[src/rtl/dm_arbiter.sv]
// Round-robin arbiter serialising per-core data-memory requests onto one single-ported memory.
// Optional bus locking for atomic read-modify-write is enabled by defining DM_ARB_LOCK_EN.
module dm_arbiter #(
  parameter int NUM_CORES = 4,
  parameter int ADDR_W    = 16,
  parameter int DATA_W    = 16
) (
  input  logic                        clk,
  input  logic                        rst_n,
  input  logic [NUM_CORES-1:0]        core_req,
  input  logic [NUM_CORES-1:0]        core_we,
  input  logic [NUM_CORES-1:0]        core_lock,
  input  logic [NUM_CORES*ADDR_W-1:0] core_addr,
  input  logic [NUM_CORES*DATA_W-1:0] core_wdata,
  output logic [NUM_CORES-1:0]        core_gnt,
  output logic [NUM_CORES-1:0]        core_rvalid,
  output logic [DATA_W-1:0]           core_rdata,
  output logic                        mem_en,
  output logic                        mem_we,
  output logic [ADDR_W-1:0]           mem_addr,
  output logic [DATA_W-1:0]           mem_wdata,
  input  logic [DATA_W-1:0]           mem_rdata,
  output logic                        busy
);

  localparam int SEL_W = (NUM_CORES > 1) ? $clog2(NUM_CORES) : 1;

  typedef enum logic [1:0] {
    IDLE  = 2'd0,
    ISSUE = 2'd1,
    RESP  = 2'd2
  } state_t;

  state_t                 state_q;
  logic [SEL_W-1:0]       rr_ptr_q;
  logic [SEL_W-1:0]       sel_q;
  logic [NUM_CORES-1:0]   gnt_q;
  logic [NUM_CORES-1:0]   rvalid_q;
  logic [DATA_W-1:0]      rdata_q;
  logic                   mem_en_q;
  logic                   mem_we_q;
  logic [ADDR_W-1:0]      mem_addr_q;
  logic [DATA_W-1:0]      mem_wdata_q;
  logic                   busy_q;

  logic [NUM_CORES-1:0]   cand_d;
  logic [SEL_W-1:0]       base_d;
  logic [SEL_W-1:0]       idx_d;
  logic [SEL_W-1:0]       pick_d;
  logic                   found_d;
  logic                   owner_clr_d;

`ifdef DM_ARB_LOCK_EN
  logic [SEL_W-1:0]       owner_q;
  logic                   owner_vld_q;
`else
  logic                   lock_unused;
  assign lock_unused = ^core_lock;
`endif

  function automatic logic [SEL_W-1:0] wrap_add(input logic [SEL_W-1:0] a, input int b);
    int s;
    s = (int'(a) + b) % NUM_CORES;
    return SEL_W'(s);
  endfunction

  function automatic logic [NUM_CORES-1:0] onehot(input logic [SEL_W-1:0] s);
    logic [NUM_CORES-1:0] v;
    v    = {NUM_CORES{1'b0}};
    v[s] = 1'b1;
    return v;
  endfunction

  // Request selection: first candidate at or after the search base, wrapping around.
  always_comb begin
    cand_d      = core_req;
    base_d      = rr_ptr_q;
    owner_clr_d = 1'b0;
`ifdef DM_ARB_LOCK_EN
    if (owner_vld_q) begin
      if (core_lock[owner_q]) begin
        cand_d = core_req & onehot(owner_q);
      end else begin
        // Owner released the bus: round-robin resumes just past it.
        owner_clr_d = 1'b1;
        base_d      = wrap_add(owner_q, 32'sd1);
      end
    end else begin
      owner_clr_d = 1'b0;
    end
`endif
    found_d = 1'b0;
    pick_d  = {SEL_W{1'b0}};
    idx_d   = {SEL_W{1'b0}};
    for (int i = NUM_CORES - 1; i >= 0; i--) begin
      idx_d = wrap_add(base_d, i);
      if (cand_d[idx_d]) begin
        found_d = 1'b1;
        pick_d  = idx_d;
      end else begin
        found_d = found_d;
      end
    end
  end

  // Main FSM with all outputs registered.
  always_ff @(posedge clk) begin
    if (!rst_n) begin
      state_q     <= IDLE;
      rr_ptr_q    <= {SEL_W{1'b0}};
      sel_q       <= {SEL_W{1'b0}};
      gnt_q       <= {NUM_CORES{1'b0}};
      rvalid_q    <= {NUM_CORES{1'b0}};
      rdata_q     <= {DATA_W{1'b0}};
      mem_en_q    <= 1'b0;
      mem_we_q    <= 1'b0;
      mem_addr_q  <= {ADDR_W{1'b0}};
      mem_wdata_q <= {DATA_W{1'b0}};
      busy_q      <= 1'b0;
`ifdef DM_ARB_LOCK_EN
      owner_q     <= {SEL_W{1'b0}};
      owner_vld_q <= 1'b0;
`endif
    end else begin
      case (state_q)
        IDLE: begin
          gnt_q    <= {NUM_CORES{1'b0}};
          rvalid_q <= {NUM_CORES{1'b0}};
          mem_en_q <= 1'b0;
          if (owner_clr_d) begin
`ifdef DM_ARB_LOCK_EN
            owner_vld_q <= 1'b0;
`endif
            rr_ptr_q <= base_d;
          end
          if (found_d) begin
            sel_q       <= pick_d;
            gnt_q       <= onehot(pick_d);
            mem_en_q    <= 1'b1;
            mem_we_q    <= core_we[pick_d];
            mem_addr_q  <= core_addr[int'(pick_d)*ADDR_W +: ADDR_W];
            mem_wdata_q <= core_wdata[int'(pick_d)*DATA_W +: DATA_W];
            busy_q      <= 1'b1;
            state_q     <= ISSUE;
          end
        end
        ISSUE: begin
          gnt_q    <= {NUM_CORES{1'b0}};
          mem_en_q <= 1'b0;
`ifdef DM_ARB_LOCK_EN
          if (core_lock[sel_q]) begin
            owner_q     <= sel_q;
            owner_vld_q <= 1'b1;
          end else begin
            rr_ptr_q <= wrap_add(sel_q, 32'sd1);
          end
`else
          rr_ptr_q <= wrap_add(sel_q, 32'sd1);
`endif
          if (mem_we_q) begin
            busy_q  <= 1'b0;
            state_q <= IDLE;
          end else begin
            state_q <= RESP;
          end
        end
        RESP: begin
          rdata_q  <= mem_rdata;
          rvalid_q <= onehot(sel_q);
          busy_q   <= 1'b0;
          state_q  <= IDLE;
        end
        default: begin
          gnt_q    <= {NUM_CORES{1'b0}};
          rvalid_q <= {NUM_CORES{1'b0}};
          mem_en_q <= 1'b0;
          busy_q   <= 1'b0;
          state_q  <= IDLE;
        end
      endcase
    end
  end

  assign core_gnt    = gnt_q;
  assign core_rvalid = rvalid_q;
  assign core_rdata  = rdata_q;
  assign mem_en      = mem_en_q;
  assign mem_we      = mem_we_q;
  assign mem_addr    = mem_addr_q;
  assign mem_wdata   = mem_wdata_q;
  assign busy        = busy_q;

endmodule

[config.mk]
export PLATFORM = sky130hd
export DESIGN_NAME = dm_arbiter
export DESIGN_NICKNAME = d
export VERILOG_FILES = /design/src/rtl/dm_arbiter.sv
export SDC_FILE = /design/constraint.sdc
export NUM_CORES = 1
export LEC_CHECK = 0
export ABC_AREA = 1
export BUFFER_PORTS_ARGS = -buffer_cell sky130_fd_sc_hd__buf_2
export CAP_MARGIN = 25
export CELL_PAD_IN_SITES_DETAIL_PLACEMENT = 1
export CELL_PAD_IN_SITES_GLOBAL_PLACEMENT = 1
export CORE_ASPECT_RATIO = 0.5
export CORE_MARGIN = 2
export CORE_UTILIZATION = 29
export CTS_CLUSTER_SIZE = 16
export DETAILED_ROUTE_END_ITERATION = 6
export PLACE_DENSITY = 0.92
export REMOVE_ABC_BUFFERS = 1
export SYNTH_ARGS = -nofsm -noshare
export SYNTH_HDL_FRONTEND = slang
export SYNTH_SLANG_ARGS = --single-unit
[constraint.sdc]
create_clock -name clk -period 2.45 [get_ports clk]
set_input_delay 0.3675 -clock clk [delete_from_list [all_inputs] [get_ports clk]]
set_output_delay 0.3675 -clock clk [all_outputs]
set_load 0.02 [all_outputs]
Word level (Yosys, flattened, before mapping)
Cells that the tools add are included.
{ "word_totals": {"ff_bits": 65, "inputBits": 158, "out_inout_bits": 59} }
{ "classes": {"n_addsub": 4, "magnitude_cmp": 8, "n_eq_ne": 4, "shift": 2, "n_mux": 33, "reduce_logical": 5} }
{ "op_table": {"columns": ["cell", "count"], "rows": [
  ["64-bit by 7-bit variable part select with 16-bit output", 2],
  ["2-bit by 3-bit < comparator with 1-bit output (second input constant)", 6],
  ["4-bit one-hot mux with 2 select lines", 2],
  ["1-bit 2-to-1 mux", 14],
  ["2-bit 2-to-1 mux", 6],
  ["1-bit binary-select mux with 2-bit select", 5],
  ["2-bit by 1-bit adder with 2-bit output (second input constant)", 2],
  ["2-bit adder (second input constant)", 2],
  ["1-bit demux with 2-bit select", 2],
  ["2-bit by 1-bit greater-or-equal comparator with 1-bit output (second input constant)", 2],
  ["4-bit 2-to-1 mux", 1],
  ["2-bit inequality test (second input constant)", 2],
  ["1-bit one-hot mux with 2 select lines", 2],
  ["2-bit one-hot mux with 2 select lines", 1],
  ["2-bit AND reduction", 2],
  ["2-bit by 1-bit equality test with 1-bit output (second input constant)", 1],
  ["2-bit equality test (second input constant)", 1],
  ["1-bit logical AND", 2],
  ["2-bit logical NOT", 1]
]} }

Longest topological paths before layout
Gate-level depths: netlist of the first run.
{ "logic_depth": {"ltp_word": 13, "depth_mapped": 17} }

Worst setup path after synthesis of the first run
Ideal clock, no wire load.
{ "synth_timing": {"path_kind": "reg2reg", "start": "register rr_ptr_q[0], in the netlist base_d[0]", "end": "register mem_wdata_q[0], in the netlist mem_wdata[0]", "setup_ns": 0.117, "t_arrival_ns": 1.635, "slack_ns": 0.698, "stages_incl_launch_ff": 15, "synth_period_minus_slack_ns": 1.752, "path_cell_list": "dfxtp_1 > buf_4 > inv_4 > nand2_1 > nand2_1 > nand2_1 > nand2_2 > nor2_4 > nand3_1 > nand2_1 > inv_2 > buf_4 > buf_2 > o21ai_0 > nor2_1"} }
{ "synth_via": {"elab_chain_len": 8, "elab_cells_between_ends": 21} }
{ "synth_lines": {"columns": ["element", "line", "source"], "rows": [
  ["from (decl)", "35", "logic [SEL_W-1:0] rr_ptr_q;"],
  ["from (signal assigned)", "110", "rr_ptr_q <= {SEL_W{1'b0}};"],
  ["from (signal assigned)", "134", "rr_ptr_q <= base_d;"],
  ["from (signal assigned)", "158", "rr_ptr_q <= wrap_add(sel_q, 32'sd1);"],
  ["2-bit adder", "63", "s = (int'(a) + b) % NUM_CORES;"],
  ["1-bit binary-select mux with 2-bit select", "97", "if (cand_d[idx_d]) begin"],
  ["1-bit 2-to-1 mux (not written as such)", "97", null],
  ["2-bit 2-to-1 mux or 1-bit 2-to-1 mux (tied branches) (4 in a row)", "97", null],
  ["64-bit by 7-bit variable part select with 16-bit output or 2-bit AND reduction (tied branches)", null, null],
  ["to (signal assigned)", "118", "mem_wdata_q <= {DATA_W{1'b0}};"],
  ["to (signal assigned)", "142", "mem_wdata_q <= core_wdata[int'(pick_d)*DATA_W +: DATA_W];"],
  ["to (decl)", "43", "logic [DATA_W-1:0] mem_wdata_q;"]
]} }
Several ways; a longest one is shown, not always the timed one. The select of a mux whose other input is x is not followed.
A chain may end at the register's enable or synchronous reset.

Worst setup path after layout of the first run
{ "layout_timing": {"start": "register rr_ptr_q[0], in the netlist base_d[0]", "end": "register mem_wdata_q[2], in the netlist mem_wdata[2]"} }
The elaborated chain is that of the path after synthesis.

==> summary.txt, run 1 <==
Mapped cell area: 3820 um^2
Yosys reg bits: 65
RSZ-0062 raised after global routing: false
Top post-synthesis cells by area: dfxtp_1, nor2_1, nand2_1
Fin crit share: 88.4%
Worst Setup SP: base_d[0]$_SDFFE_PN0N_
Top cell type's share of synthesized area: 34.1%
Pwr Density: 1220 nW/um^2
Leak Pwr: 2.90 nW
Tot GR Track Use: 19.8%
Die Width: 166 um
Post-Synth XOR/XNOR Area: 0%
Sequential share of the synthesized area: 34.1%
Levels on crit path: 14
H-tree Lvls: 3
Initial core utilization: 29.9%
Yosys warns: 0
Post-CTS Setup Bufs: 0
Total Power: 6.46 mW
CP arrival: 2.37 ns
Crit path top cell by count: nand2_1
Worst slew pin tran: 0.534 ns
Hold_sp: mem_rdata[13]
First-pass GRT wire length: 23.1 mm
Initial antenna violation count: 0
Final hold slack: 0.276 ns
Crit-path leading delay family: simple AND/OR/NAND/NOR gates
Total Wirelength: 14.4 mm
Fin nets: 982
Hold path cells: 3
Detailed-route via count: 4840
Routed len/inst: 14.5 um
Adder-cell share of the synthesized area: 1.31%
Slew headroom: 64.3%
Clk slew on worst S/H paths: 0.06 ns
Crit path max fanout: 19
PostCTS Resize Cnt: 0
Synth unique cells: 26
Fillers: 1777
Largest stage delay on the critical path: 0.58 ns
R2r setup slk: 0.28 ns
CP Capture Type: flip-flop
Antenna diode count: 0
Clock Sink Count: 65
Vias in the first global route: 4939
Status: complete, no violations
Hpwl dp: 10.9 mm
Area growth, synth to finish: 39.3%
Leading area contributor after synthesis: dfxtp_1
Critical path data required time: 2.66 ns
Final clock skew: 0.00644 ns
Crit Path Class: flip-flop to flip-flop
Die area: 14200 um^2
Post-Syn Area per Cell: 6.11 um^2
Core ar.: 12800 um^2
Via density: 4.86
Std cell rows: 29
Worst vdd ir: 0.000590 V
Worst slack at placement: 0.321 ns
Max Clock Freq: 462 MHz
Startpoint Class: flip-flop
Slowest cell on the critical path: dfxtp_1
Buffer levels on the longest clock path: 2
Remaining Overflow, GRT: 0
Die Ht: 85.1 um
Drt drc: 0
Hold Path Class: input pin to flip-flop
Maximum Capacitance Violations: 0
Final Hold Viols: 0
Routability cong.: 0.856
Simple-Gate Fraction of Synth Area: 44.1%
Largest family of logic cells by synthesized area: simple AND/OR/NAND/NOR gates
Post-layout util: 41.6%
Minimum clock period: 2.17 ns
Root buf cell: clkbuf_16
Final worst slack: 0.284 ns
Worst reg2reg path depth: 14
Worst-skew pair later-pin latency: 0.32 ns
Slew Limit Fails: 0
Final setup TNS: 0 ns
R2r startpoint: base_d[0]$_SDFFE_PN0N_
Multiplexer area fraction after synthesis: 0%
TritonRoute pass-1 iters: 4
Largest net degree at the start of global routing: 53
TritonCTS clock tree: done
Layout cells sized above 1: 31.6%
DRT iter0 DRCs: 203
Post-CTS Hold Fix Bufs: 0
Mapped Cells: 625
Final setup vio count: 0
Routed Antenna Nets: 0
Synth Area in Compound Gates: 9.18%
CP Buf/Inv Count: 3
IO Count: 217
I/O Buffers: 212
CP cell instances: inv_4 -> nand2_1 -> nand3_1 -> nand2_1 -> inv_2 -> nand2_2 -> nand3_2 -> nand2_4 -> buf_4 -> nand2_1 -> nand2_1 -> nor2_1 -> nor2_1 -> nor2_1
CTS Buf Count: 9
-- metrics by stage --
stage,instance area [um^2],std cells
after floorplan,3580,581
after global placement,5020,979
after detailed placement,5020,979
after CTS,5320,995
after global routing,5320,995
final,5320,995
-- cells in the mapped netlist --
cell and instances:
o21ai_0 51, dfxtp_1 65, nor2_1 170, nor2_4 1
buf_1 2, nand2_1 106, ha_1 4, nand4_1 33
buf_6 4, inv_4 1, a21oi_1 9, nor2_2 1
or2_2 1, buf_4 8, inv_1 44, clkinv_1 1
buf_2 7, nand2_2 6, a211oi_1 2, nand3_2 1
inv_2 6, nand3_1 74, a22oi_1 2, clkbuf_1 23
o31ai_1 2, o21ai_1 1
-- logic make-up (layout without fill, tap and decap cells) --
family,Yosys count,in the layout
AND/OR/NAND/NOR,393,393
buffers and inverters,96,296
AO/OA/AOI/OAI,67,67
flip-flops,65,65
adder cells (fa/ha/maj),4,4
-- path summary, 6_finish.rpt --
kind	endpoint
worst max-delay path	mem_wdata[2]$_SDFFE_PN0P_
worst min-delay path	core_rdata[13]$_SDFFE_PN0P_
worst max register to register	mem_wdata[2]$_SDFFE_PN0P_
worst min register to register	core_rvalid[0]$_SDFFE_PN0P_
-- placed cells by master (no fill, tap or decap), types with 13 or more instances in the layout --
master   count
buf_4       13
o21ai_0     51
dfxtp_1     65
nand3_1     74
nand4_1     33
inv_1       44
nor2_1     170
buf_2      212
nand2_1    106
-- per-layer routing --
layer | up-vias | part of all wire [%] | track usage [%]
met4 | 0 | 3.3 | 7.68
met5 | - | 0 | 0
met2 | 121 | 53 | 37.9
met3 | 34 | 3.2 | 3.45
li1 | 2397 | - | -
met1 | 2288 | 41 | 22.1
-- sequential cells by signal (all words and copies together), names as in the netlist --
signal       count
mem_en           1
busy             1
sel_q            2
mem_wdata       16
core_gnt         4
state_q          2
base_d           2
mem_addr        16
mem_we           1
core_rdata      16
core_rvalid      4
-- tightest hold or removal path: stages --
cell    delay (ns)
buf_2         0.07
nor2_1        0.03
nor2_1        0.09
-- cell type report --
| class | instances | area, um^2 | share of cell area (%) |
|---|---|---|---|
| clock buffers | 9 | 225 | 4.24 |
| clock inverters | 7 | 71.3 | 1.34 |
| inverters | 52 | 198 | 3.72 |
| multi-input cells | 464 | 2090 | 39.3 |
| flip-flops and latches | 65 | 1300 | 24.5 |
| well taps | 170 | 213 | 4.00 |
| repair buffers | 228 | 1220 | 22.9 |
-- where the power goes --
group	internal [mW]	leakage (nW)	switching, mW
combinational	1.19	2.21	2.41
sequential	1.41	0.536	0.186
clock	0.787	0.149	0.481
Note: power is estimated with default switching activity, not from simulation.
==> inputs of run 2 (changes only) <==
--- a/config.mk
+++ b/config.mk
@@ -5,17 +5,16 @@
 export SDC_FILE = /design/constraint.sdc
 export NUM_CORES = 1
 export LEC_CHECK = 0
-export ABC_AREA = 1
 export BUFFER_PORTS_ARGS = -buffer_cell sky130_fd_sc_hd__buf_2
 export CAP_MARGIN = 25
 export CELL_PAD_IN_SITES_DETAIL_PLACEMENT = 1
 export CELL_PAD_IN_SITES_GLOBAL_PLACEMENT = 1
 export CORE_ASPECT_RATIO = 0.5
 export CORE_MARGIN = 2
-export CORE_UTILIZATION = 29
+export CORE_UTILIZATION = 30
 export CTS_CLUSTER_SIZE = 16
 export DETAILED_ROUTE_END_ITERATION = 6
-export PLACE_DENSITY = 0.92
+export PLACE_DENSITY = 0.91
 export REMOVE_ABC_BUFFERS = 1
 export SYNTH_ARGS = -nofsm -noshare
 export SYNTH_HDL_FRONTEND = slang
==> summary.txt, run 2 <==
Status: complete, no violations
Post-Synth XOR/XNOR Area: 0% (unchanged)
Fillers: 1248 (-30%)
Pwr Density: 721 nW/um^2 (-41%)
Routed Antenna Nets: 0 (unchanged)
Total Wirelength: 11.2 mm (-22%)
Placed instance area: 4370 um^2 (-13%)
Core ar.: 10300 um^2 (-20%)
Std cell rows: 26 (-10%)
Mapped cell area: 3190 um^2 (-16%)
Sequential share of the synthesized area: 40.8% (+6.7 points)
Root buf cell: clkbuf_16
CP arrival: 2.32 ns (-0.05 ns)
Global routing met1 resource utilization: 22.2% (+0.16 points)
Largest family of logic cells by synthesized area: compound AO/OA/AOI/OAI gates
Remaining Overflow, GRT: 0 (unchanged)
Synth Area in Compound Gates: 24.0% (+15 points)
RSZ-0062 raised after global routing: false
Vias in the first global route: 3516 (-29%)
Adder-cell share of the synthesized area: 1.57% (+0.26 points)
Non-Filler Instances: 650 (-35%)
Slew Limit Fails: 0 (unchanged)
Top cell type's share of synthesized area: 40.8% (+6.7 points)
Final instance area: 4660 um^2 (-12%)
Ys async rst share: 0% (unchanged)
Worst slew pin tran: 0.958 ns (+0.424 ns)
Yosys warns: 0 (unchanged)
Initial antenna violation count: 0 (unchanged)
GRT busiest layer: met2
Final worst slack: 0.281 ns (-0.00308 ns)
Largest net degree at the start of global routing: 35 (-34%)
CP cell instances: a21oi_1 -> o21ai_0 -> o2bb2a_1 -> nor2b_4 -> a221oi_1
Slew headroom: 36.0% (-28 points)
Sequential Area: 1300 um^2 (unchanged)
Buffer levels on the longest clock path: 2 (unchanged)
Die area: 11500 um^2 (-19%)
Placed cells: 635 (-35%)
Drt drc: 0 (unchanged)
Final clock skew: 0.00549 ns (-0.000948 ns)
Mapped Cells: 303 (-52%)
Fin nets: 668 (-32%)
Worst-skew pair later-pin latency: 0.32 ns (about the same)
Routed len/inst: 17.3 um (+20%)
Leading area contributor after synthesis: dfxtp_1
Post-synth top cells: mux2i_1, dfxtp_1, o21ai_0
Multi-input logic area: 1690 um^2 (-19%)
Antenna diode count: 0 (unchanged)
M3 GR Usage: 4.05% (+0.60 points)
CP Capture Type: flip-flop
Final setup vio count: 0 (unchanged)
Max Clock Freq: 461 MHz (-0.14%)
Crit Path Class: flip-flop to flip-flop
Critical path data required time: 2.60 ns (-0.06 ns)
EDFF count, synth: 0 (unchanged)
Via density: 4.98 (+2.4%)
Final Hold Viols: 0 (unchanged)
Clk slew on worst S/H paths: 0.06 ns (about the same)
Fin crit share: 88.5% (+0.13 points)
Slowest cell on the critical path: nor2b_4
CTS Buf Count: 9 (unchanged)
Synth unique cells: 30 (+15%)
Most frequent cells in the layout: buf_2, mux2i_1, dfxtp_1, o21ai_0, a221oi_1
Minimum clock period: 2.17 ns (+0.00308 ns)
Initial core utilization: 31.0% (+1.2 points)
Post-layout util: 45.3% (+3.7 points)
Post-Syn Area per Cell: 10.5 um^2 (+72%)
Top post-synthesis cells by area: dfxtp_1, mux2i_1, a221oi_1
Post-CTS Setup Bufs: 0 (unchanged)
Met2 Use GR: 36.6% (-1.4 points)
Maximum Capacitance Violations: 0 (unchanged)
Top-count cell post-synth: mux2i_1
Routability cong.: 0.790 (-7.7%)
Largest stage delay on the critical path: 0.79 ns (+0.21 ns)
Post-CTS Hold Fix Bufs: 0 (unchanged)
Hpwl dp: 8.76 mm (-19%)
DRT iter0 DRCs: 118 (-42%)
Multiplexer area fraction after synthesis: 21.6% (+22 points)
TritonCTS clock tree: done
Leak Pwr: 2.44 nW (-16%)
Crit path max fanout: 34 (+15)
Tot GR Track Use: 19.8% (+0.039 points)
Final hold slack: 0.259 ns (-0.0172 ns)
Die Width: 150 um (-9.9%)
Worst vdd ir: 0.000453 V (-23%)
First-pass GRT wire length: 18.1 mm (-22%)
Detailed-route via count: 3237 (-33%)
IO Count: 217 (unchanged)
Clock Sink Count: 65 (unchanged)
Simple-Gate Fraction of Synth Area: 5.21% (-39 points)
Layout cells sized above 1: 48.8% (+17 points)
Commonest non-fill, non-tap cell in the layout: buf_2
TritonRoute pass-1 iters: 5 (+1)
H-tree Lvls: 3 (unchanged)
Die Ht: 76.9 um (-9.6%)
Startpoint Class: flip-flop
Yosys reg bits: 65 (unchanged)
PostCTS Resize Cnt: 0 (unchanged)
Most used DFF post-synth: dfxtp_1
Area growth, synth to finish: 45.9%
I/O Buffers: 212 (unchanged)
Worst slack at placement: 0.217 ns (-0.103 ns)
Hold Path Class: input pin to flip-flop
[run 2: cell types whose count changed in the layout (fill, tap and decap cells not counted), moves of 26 or more]
cell / previous run / this run
a221oi_1: 0 / 26
inv_1: 44 / 7
mux2i_1: 0 / 69
nand2_1: 106 / 2
nand3_1: 74 / 0
nand4_1: 33 / 0
nor2_1: 170 / 3
[run 2: through the flow]
| step | power [mW] | TNS [ns] |
|---|---|---|
| after global placement | 2.15 | 0 |
| after detailed placement | 2.19 | 0 |
| after CTS | 3.40 | 0 |
| after global routing | 3.52 | 0 |
| after floorplan | 1.79 | -46.41 |
| final | 3.36 | 0 |
[run 2: path summary, 6_finish.rpt]
check             cells past startpoint  slack [ns]                    from                    endpoint
setup / recovery                      5        0.28  base_d[1]$_SDFFE_PN0N_   mem_addr[13]$_SDFFE_PN0P_
setup reg to reg                      5        0.28  base_d[1]$_SDFFE_PN0N_   mem_addr[13]$_SDFFE_PN0P_
hold reg to reg                       1        0.45     mem_en$_SDFFE_PN0N_         mem_en$_SDFFE_PN0N_
hold / removal                        2        0.26            mem_rdata[9]  core_rdata[9]$_SDFFE_PN0P_
[run 2: layout make-up]
| type | count | share of cell area (%) |
|---|---|---|
| inverter | 7 | 0.564 |
| sequential | 65 | 27.9 |
| timing repair buffer | 223 | 25.4 |
| clock inverter | 4 | 0.618 |
| multi-input combinational | 200 | 36.3 |
| clock buffer | 11 | 5.43 |
| tap | 140 | 3.76 |
[run 2: per-layer routing]
metal / vias to the layer above / wire length [um]
li1: 1564 / -
met1: 1557 / 4550
met2: 86 / 5930
met3: 30 / 372
met4: 0 / 384
met5: - / 0
[run 2: where the power goes]
| group | internal, mW | switching, mW |
|---|---|---|
| logic | 0.392 | 0.534 |
| registers | 1.18 | 0.0632 |
| clock network | 0.733 | 0.459 |
[run 2: logic make-up (layout without fill, tap and decap cells)]
logic type	after synthesis	in the layout
AO/OA/AOI/OAI	100	100
adder cells (fa/ha/maj)	4	4
buffers and inverters	38	245
flip-flops	65	65
multiplexers	69	69
AND/OR/NAND/NOR	27	27
[run 2: critical path: cells and delay by family (launching register included)]
| kind | cells | cell delay [ns] |
|---|---|---|
| AOI/OAI and AO/OA | 4 | 0.77 |
| DFF | 1 | 0.43 |
| and+or+nand+nor | 1 | 0.79 |
